File: config.mk
export PLATFORM = sky130hd
export DESIGN_NAME = aes_lite_result_buf
export DESIGN_NICKNAME = d
export VERILOG_FILES = /design/src/rtl/aes_lite_pkg.sv /design/src/rtl/aes_lite_fifo.sv /design/src/rtl/aes_lite_result_buf.sv
export SDC_FILE = /design/constraint.sdc
export NUM_CORES = 1
export LEC_CHECK = 0
export CAP_MARGIN = 20
export CORE_MARGIN = 5
export CORE_UTILIZATION = 30
export DETAILED_ROUTE_END_ITERATION = 12
export GPL_TIMING_DRIVEN = 1
export RECOVER_POWER = 25
export SLEW_MARGIN = 25
export SYNTH_ARGS = -nofsm -noshare
export SYNTH_HDL_FRONTEND = slang
export SYNTH_SLANG_ARGS = --single-unit
File: constraint.sdc
create_clock -name clk -period 3.2 [get_ports clk]
set_input_delay 0.8 -clock clk [delete_from_list [all_inputs] [get_ports clk]]
set_output_delay 0.8 -clock clk [all_outputs]
set_load 0.1 [all_outputs]
File: src/rtl/aes_lite_pkg.sv
// Shared constants and types for the AES-lite result path.
package aes_lite_pkg;
    localparam int DATA_W        = 8;
    localparam int DEFAULT_DEPTH = 4;
    localparam int DEFAULT_CW    = 8;

    typedef logic [DATA_W-1:0] data_t;
endpackage

File: src/rtl/aes_lite_fifo.sv
// First-word fall-through byte FIFO; the head is read straight from registered storage.
module aes_lite_fifo
    import aes_lite_pkg::*;
#(
    parameter int DEPTH = DEFAULT_DEPTH,
    parameter int AW    = $clog2(DEPTH),
    parameter int CNT_W = AW + 1
) (
    input  logic             clk,
    input  logic             rst_n,
    input  logic             clear,
    input  logic             push,
    input  logic             pop,
    input  data_t            data_in,
    output data_t            out_data,
    output logic             out_valid,
    output logic [CNT_W-1:0] count,
    output logic             full,
    output logic             empty
);
    data_t            mem [DEPTH];
    logic [AW-1:0]    wr_ptr_reg;
    logic [AW-1:0]    rd_ptr_reg;
    logic [CNT_W-1:0] count_reg;
    logic [DEPTH-1:0] wr_en;

    generate
        for (genvar gi = 0; gi < DEPTH; gi++) begin : g_wr_en
            assign wr_en[gi] = push && (wr_ptr_reg == AW'(gi));
        end
    endgenerate

    // Storage is never reset; only pointers and occupancy define what is valid.
    always_ff @(posedge clk) begin
        for (int i = 0; i < DEPTH; i++) begin
            if (wr_en[i]) begin
                mem[i] <= data_in;
            end
        end
    end

    always_ff @(posedge clk) begin
        if (!rst_n || clear) begin
            wr_ptr_reg <= '0;
            rd_ptr_reg <= '0;
            count_reg  <= '0;
        end else begin
            if (push) begin
                wr_ptr_reg <= wr_ptr_reg + AW'(1);
            end
            if (pop) begin
                rd_ptr_reg <= rd_ptr_reg + AW'(1);
            end
            case ({push, pop})
                2'b10:   count_reg <= count_reg + CNT_W'(1);
                2'b01:   count_reg <= count_reg - CNT_W'(1);
                default: count_reg <= count_reg;
            endcase
        end
    end

    assign count     = count_reg;
    assign empty     = (count_reg == '0);
    assign full      = (count_reg == CNT_W'(DEPTH));
    assign out_valid = !empty;
    assign out_data  = empty ? '0 : mem[rd_ptr_reg];
endmodule

File: src/rtl/aes_lite_result_buf.sv
// Captures one byte per rising edge of core_ready into a small FIFO and tracks
// accepted captures plus a sticky overflow flag for bytes dropped while full.
module aes_lite_result_buf
    import aes_lite_pkg::*;
#(
    parameter int DEPTH = DEFAULT_DEPTH,
    parameter int CW    = DEFAULT_CW
) (
    input  logic                     clk,
    input  logic                     rst_n,
    input  logic                     core_ready,
    input  logic [DATA_W-1:0]        core_result,
    input  logic                     clear,
    input  logic                     out_ready,
    output logic                     out_valid,
    output logic [DATA_W-1:0]        out_data,
    output logic [$clog2(DEPTH):0]   count,
    output logic                     full,
    output logic                     empty,
    output logic                     overflow,
    output logic [CW-1:0]            captures
);
    logic          ready_q;
    logic          overflow_reg;
    logic [CW-1:0] captures_reg;
    logic          cap_event;
    logic          push_req;
    logic          pop;
    logic          push;
    logic          drop;

    // ready_q resets high so a done flag already asserted at release is not a new result.
    always_ff @(posedge clk) begin
        if (!rst_n) begin
            ready_q <= 1'b1;
        end else begin
            ready_q <= core_ready;
        end
    end

    assign cap_event = core_ready && !ready_q;
    assign push_req  = cap_event && !clear;
    assign pop       = out_valid && out_ready && !clear;
    assign push      = push_req && (!full || pop);
    assign drop      = push_req && full && !pop;

    always_ff @(posedge clk) begin
        if (!rst_n || clear) begin
            overflow_reg <= 1'b0;
            captures_reg <= '0;
        end else begin
            if (drop) begin
                overflow_reg <= 1'b1;
            end
            if (push) begin
                captures_reg <= captures_reg + CW'(1);
            end
        end
    end

    aes_lite_fifo #(
        .DEPTH (DEPTH)
    ) u_fifo (
        .clk       (clk),
        .rst_n     (rst_n),
        .clear     (clear),
        .push      (push),
        .pop       (pop),
        .data_in   (core_result),
        .out_data  (out_data),
        .out_valid (out_valid),
        .count     (count),
        .full      (full),
        .empty     (empty)
    );

    assign overflow = overflow_reg;
    assign captures = captures_reg;
endmodule

==> qor.yml <==
multi_input_comb_area_um2: 807.0
wl_met3_um: 211
timing_limited_maximum_frequency_mhz: 357.7
timing.critical_path.from_type: "flip-flop"
flip_flop_count_of_the_largest_register_all_copies_and_words_added: 32
grtUsageTotal_pct: 9.521
cts_setup_buffers: 0
power_leakage_nw: 0.8971
synth-compound-area-share_pct: 5.227
core.rowCount: 31
dieWidth_um: 95.21
fin_crit_sh_pct: 87.37
grt_max_degree: 17
dominant_combinational_cell_family_by_area_after_synthesis: "simple AND/OR/NAND/NOR gates"
timing_worst_slew_pin_value_ps: 639.6
setup_viol_count_final: 0
synth_fp_nets: 181
design.final.nets: 219
clk_sink_count: 51
gpl.final_weighted_congestion: 0.6785
vias: 1356
synthesis.area_um2: 2178
r2r.worst_path.cells: 9
num_antenna_cells: 0
floorplan.die.height_um: 95.21
synth_simple_gate_area_share_pct: 14.76
min_period_ps: 2796
first_pass_iters: 5
share_of_final_layout_standard_cells_stronger_than_drive_strength_1_pct: 29.00
hold_viol_final: 0
clk_pin_slew_ps: 90
drv_cap: 0
top_layer_used: "met4"
regToRegStartpoint: "u_fifo.count[0]"
worstPathRequired_ps: 2400
routed_wire_length_mm: 3.926
cts.path.max_buffers: 2
dr.first_iter.drc_count: 73
skew_ps: 8.319
critPathKind: "flip-flop to primary output"
wl_per_cell_um: 13.13
synth.distinct_cells: 31
synthesis.instances: 161
synth_seq_cells: 51
clock_tree.htree_level_count: 2
regArea_um2: 1353
ys_warn_count: 0
grt_pass1_vias: 1375
effective_utilization_at_floorplan_pct: 30.36
worstHoldPathCells: 2
outcome: "completed"
met1_length_mm: 1.914
dieArea_um2: 9065
grt_first_pass_wirelength_mm: 6.624
core_area_um2: 7176
clock_tree_from_tritoncts: "built"
hold_fix_buffers_cts: 0
timing.hold.worst.start: "captures[7]"
timing.setup.tns_ps: 0
timing.critical_path.fanout_max: 8
grt_overflow: 0
arr_time_crit_path_ps: 2000
io_pins: 36
antenna_left: 0
final_max_slew_viols: 0
postSynthAreaPerCell_um2: 13.53
numCtsBuffers: 5
max-vdd-ir-drop_uv: 184.3
antenna_found_initial: 0
slew-limit-headroom_pct: 57.22
filler_cell_count: 691
clk_latency_ps: 300
route.met2.wl_mm: 1.773
clk_root_buffer_cell: "sky130_fd_sc_hd__clkbuf_8"
end_kind: "primary output"
seq_area_frac_synth_pct: 61.57
finalHoldWorstSlack_ps: 484.0
setup_repair_after_global_routing_missed_its_margin: "false"
hold_path_class: "flip-flop to flip-flop"
power_dens_cells_nw_per_um2: 409.1
synth_adder_area_share_pct: 4.365
io_buffer_count: 35
flow.area_growth_from_synthesis_pct: 24.93
post-dp-hpwl_mm: 2.785
synth_xor_xnor_area_share_pct: 1.608
cts_resized: 0
drc: 0
synth.mux.area_fraction_pct: 9.650
routed_via_density: 4.535
[synth_stat cells, drive strengths merged]
| master | n | share of area (%) |
|---|---|---|
| clkbuf | 4 | 0.75 |
| fa | 1 | 0.92 |
| inv | 8 | 1.4 |
| nand2b | 5 | 1.4 |
| mux4 | 8 | 8.3 |
| or3b | 1 | 0.40 |
| dfxtp | 19 | 17 |
| a21oi | 10 | 2.3 |
| nand2 | 4 | 0.69 |
| nor3 | 1 | 0.23 |
| nor4b | 1 | 0.69 |
| or4b | 1 | 0.46 |
| and3 | 5 | 1.4 |
| or4 | 3 | 1.0 |
| nor2b | 9 | 2.6 |
| o21ai | 5 | 1.1 |
| o31ai | 4 | 1.4 |
| ha | 6 | 3.4 |
| o311ai | 1 | 0.40 |
| nor2 | 9 | 1.6 |
| buf | 3 | 0.69 |
| edfxtp | 32 | 44 |
| nand4 | 1 | 0.29 |
| nor4 | 3 | 1.4 |
| mux2i | 3 | 1.4 |
| nand3 | 7 | 1.6 |
| nor3b | 1 | 0.34 |
| or3 | 2 | 0.57 |
| xor2 | 4 | 1.6 |
[report_power, final]
| part | internal, mW | total (mW) | switching, mW |
|---|---|---|---|
| clock network | 0.153 | 0.359 | 0.206 |
| logic | 0.0214 | 0.0545 | 0.0331 |
| registers | 0.698 | 0.700 | 0.00221 |
[routing by layer]
layer / track usage [%] / up-vias
met2: 14.99 / 41
met5: 0 / -
met3: 2.605 / 5
met4: 2.885 / 0
li1: - / 669
met1: 12.79 / 641
[logic make-up (layout without fill, tap and decap cells)]
group / Yosys count / count (layout)
AND/OR/NAND/NOR: 53 / 53
flip-flops: 51 / 51
AO/OA/AOI/OAI: 20 / 20
buffers and inverters: 15 / 54
multiplexers: 11 / 11
adder cells (fa/ha/maj): 7 / 7
XOR/XNOR: 4 / 4
[cell usage in the layout (no fill, tap or decap)]
cell,netlist,layout
sky130_fd_sc_hd__and3_1,5,5
sky130_fd_sc_hd__mux4_2,8,8
sky130_fd_sc_hd__ha_1,6,6
sky130_fd_sc_hd__dfxtp_1,19,16
sky130_fd_sc_hd__nand4_1,1,1
sky130_fd_sc_hd__o311ai_0,1,1
sky130_fd_sc_hd__edfxtp_1,32,32
sky130_fd_sc_hd__or3b_1,1,1
sky130_fd_sc_hd__fa_1,1,1
sky130_fd_sc_hd__o21ai_0,5,5
sky130_fd_sc_hd__or4_1,3,3
sky130_fd_sc_hd__dlygate4sd3_1,0,8
sky130_fd_sc_hd__nor4_1,1,1
sky130_fd_sc_hd__xor2_1,4,4
sky130_fd_sc_hd__nor2_1,9,9
sky130_fd_sc_hd__nor2b_2,0,8
sky130_fd_sc_hd__o31ai_1,4,4
sky130_fd_sc_hd__nor3_4,0,1
sky130_fd_sc_hd__buf_4,0,26
sky130_fd_sc_hd__nand3_1,7,7
sky130_fd_sc_hd__nor4b_2,1,1
sky130_fd_sc_hd__inv_1,8,7
sky130_fd_sc_hd__clkinv_4,0,1
sky130_fd_sc_hd__nor3b_1,1,1
sky130_fd_sc_hd__a21oi_1,10,10
sky130_fd_sc_hd__nand2_1,4,4
sky130_fd_sc_hd__mux2i_1,3,3
sky130_fd_sc_hd__clkdlybuf4s50_1,0,4
sky130_fd_sc_hd__or3_1,2,2
sky130_fd_sc_hd__dfxtp_4,0,3
sky130_fd_sc_hd__or4b_2,1,1
sky130_fd_sc_hd__nor2b_1,9,1
sky130_fd_sc_hd__clkbuf_8,0,5
sky130_fd_sc_hd__clkinvlp_4,0,2
sky130_fd_sc_hd__clkinv_1,0,1
sky130_fd_sc_hd__nor4_2,2,2
sky130_fd_sc_hd__nand2b_1,5,5
[worst max-delay path: stages, from the launching register on]
cell and delay (ps):
sky130_fd_sc_hd__dfxtp_1 690, sky130_fd_sc_hd__mux4_2 590, sky130_fd_sc_hd__nor2b_2 160, sky130_fd_sc_hd__buf_4 250
[final timing paths]
path                endpoint  slack (ps)
max reg2reg  u_fifo.count[2]        1120
min reg2reg      captures[7]         480
min              captures[7]         480
max              out_data[7]         400
[final cells by class]
type	count	area share (%)
clock buffers	5	2.529
clock inverters	3	0.7356
inverters	8	1.241
multi-input cells	95	29.66
flip-flops and latches	51	49.70
well taps	99	4.552
repair buffers	38	11.59
[per-stage QoR]
| stage | util [%] | instances | power [mW] | cell area (µm²) | worst slack (ps) |
|---|---|---|---|---|---|
| final | 37.93 | 299 | 1.113 | 2721 | 404.1 |
| after global routing | 37.93 | 299 | 1.162 | 2721 | 258.8 |
| after CTS | 37.93 | 299 | 1.134 | 2721 | 352.9 |
| after detailed placement | 36.69 | 291 | 0.7718 | 2633 | 247.9 |
| after global placement | 36.69 | 291 | 0.7721 | 2633 | 308.3 |
| after floorplan | - | 161 | 0.7446 | 2225 | -133.6 |
(Power assumes the default switching activity.)
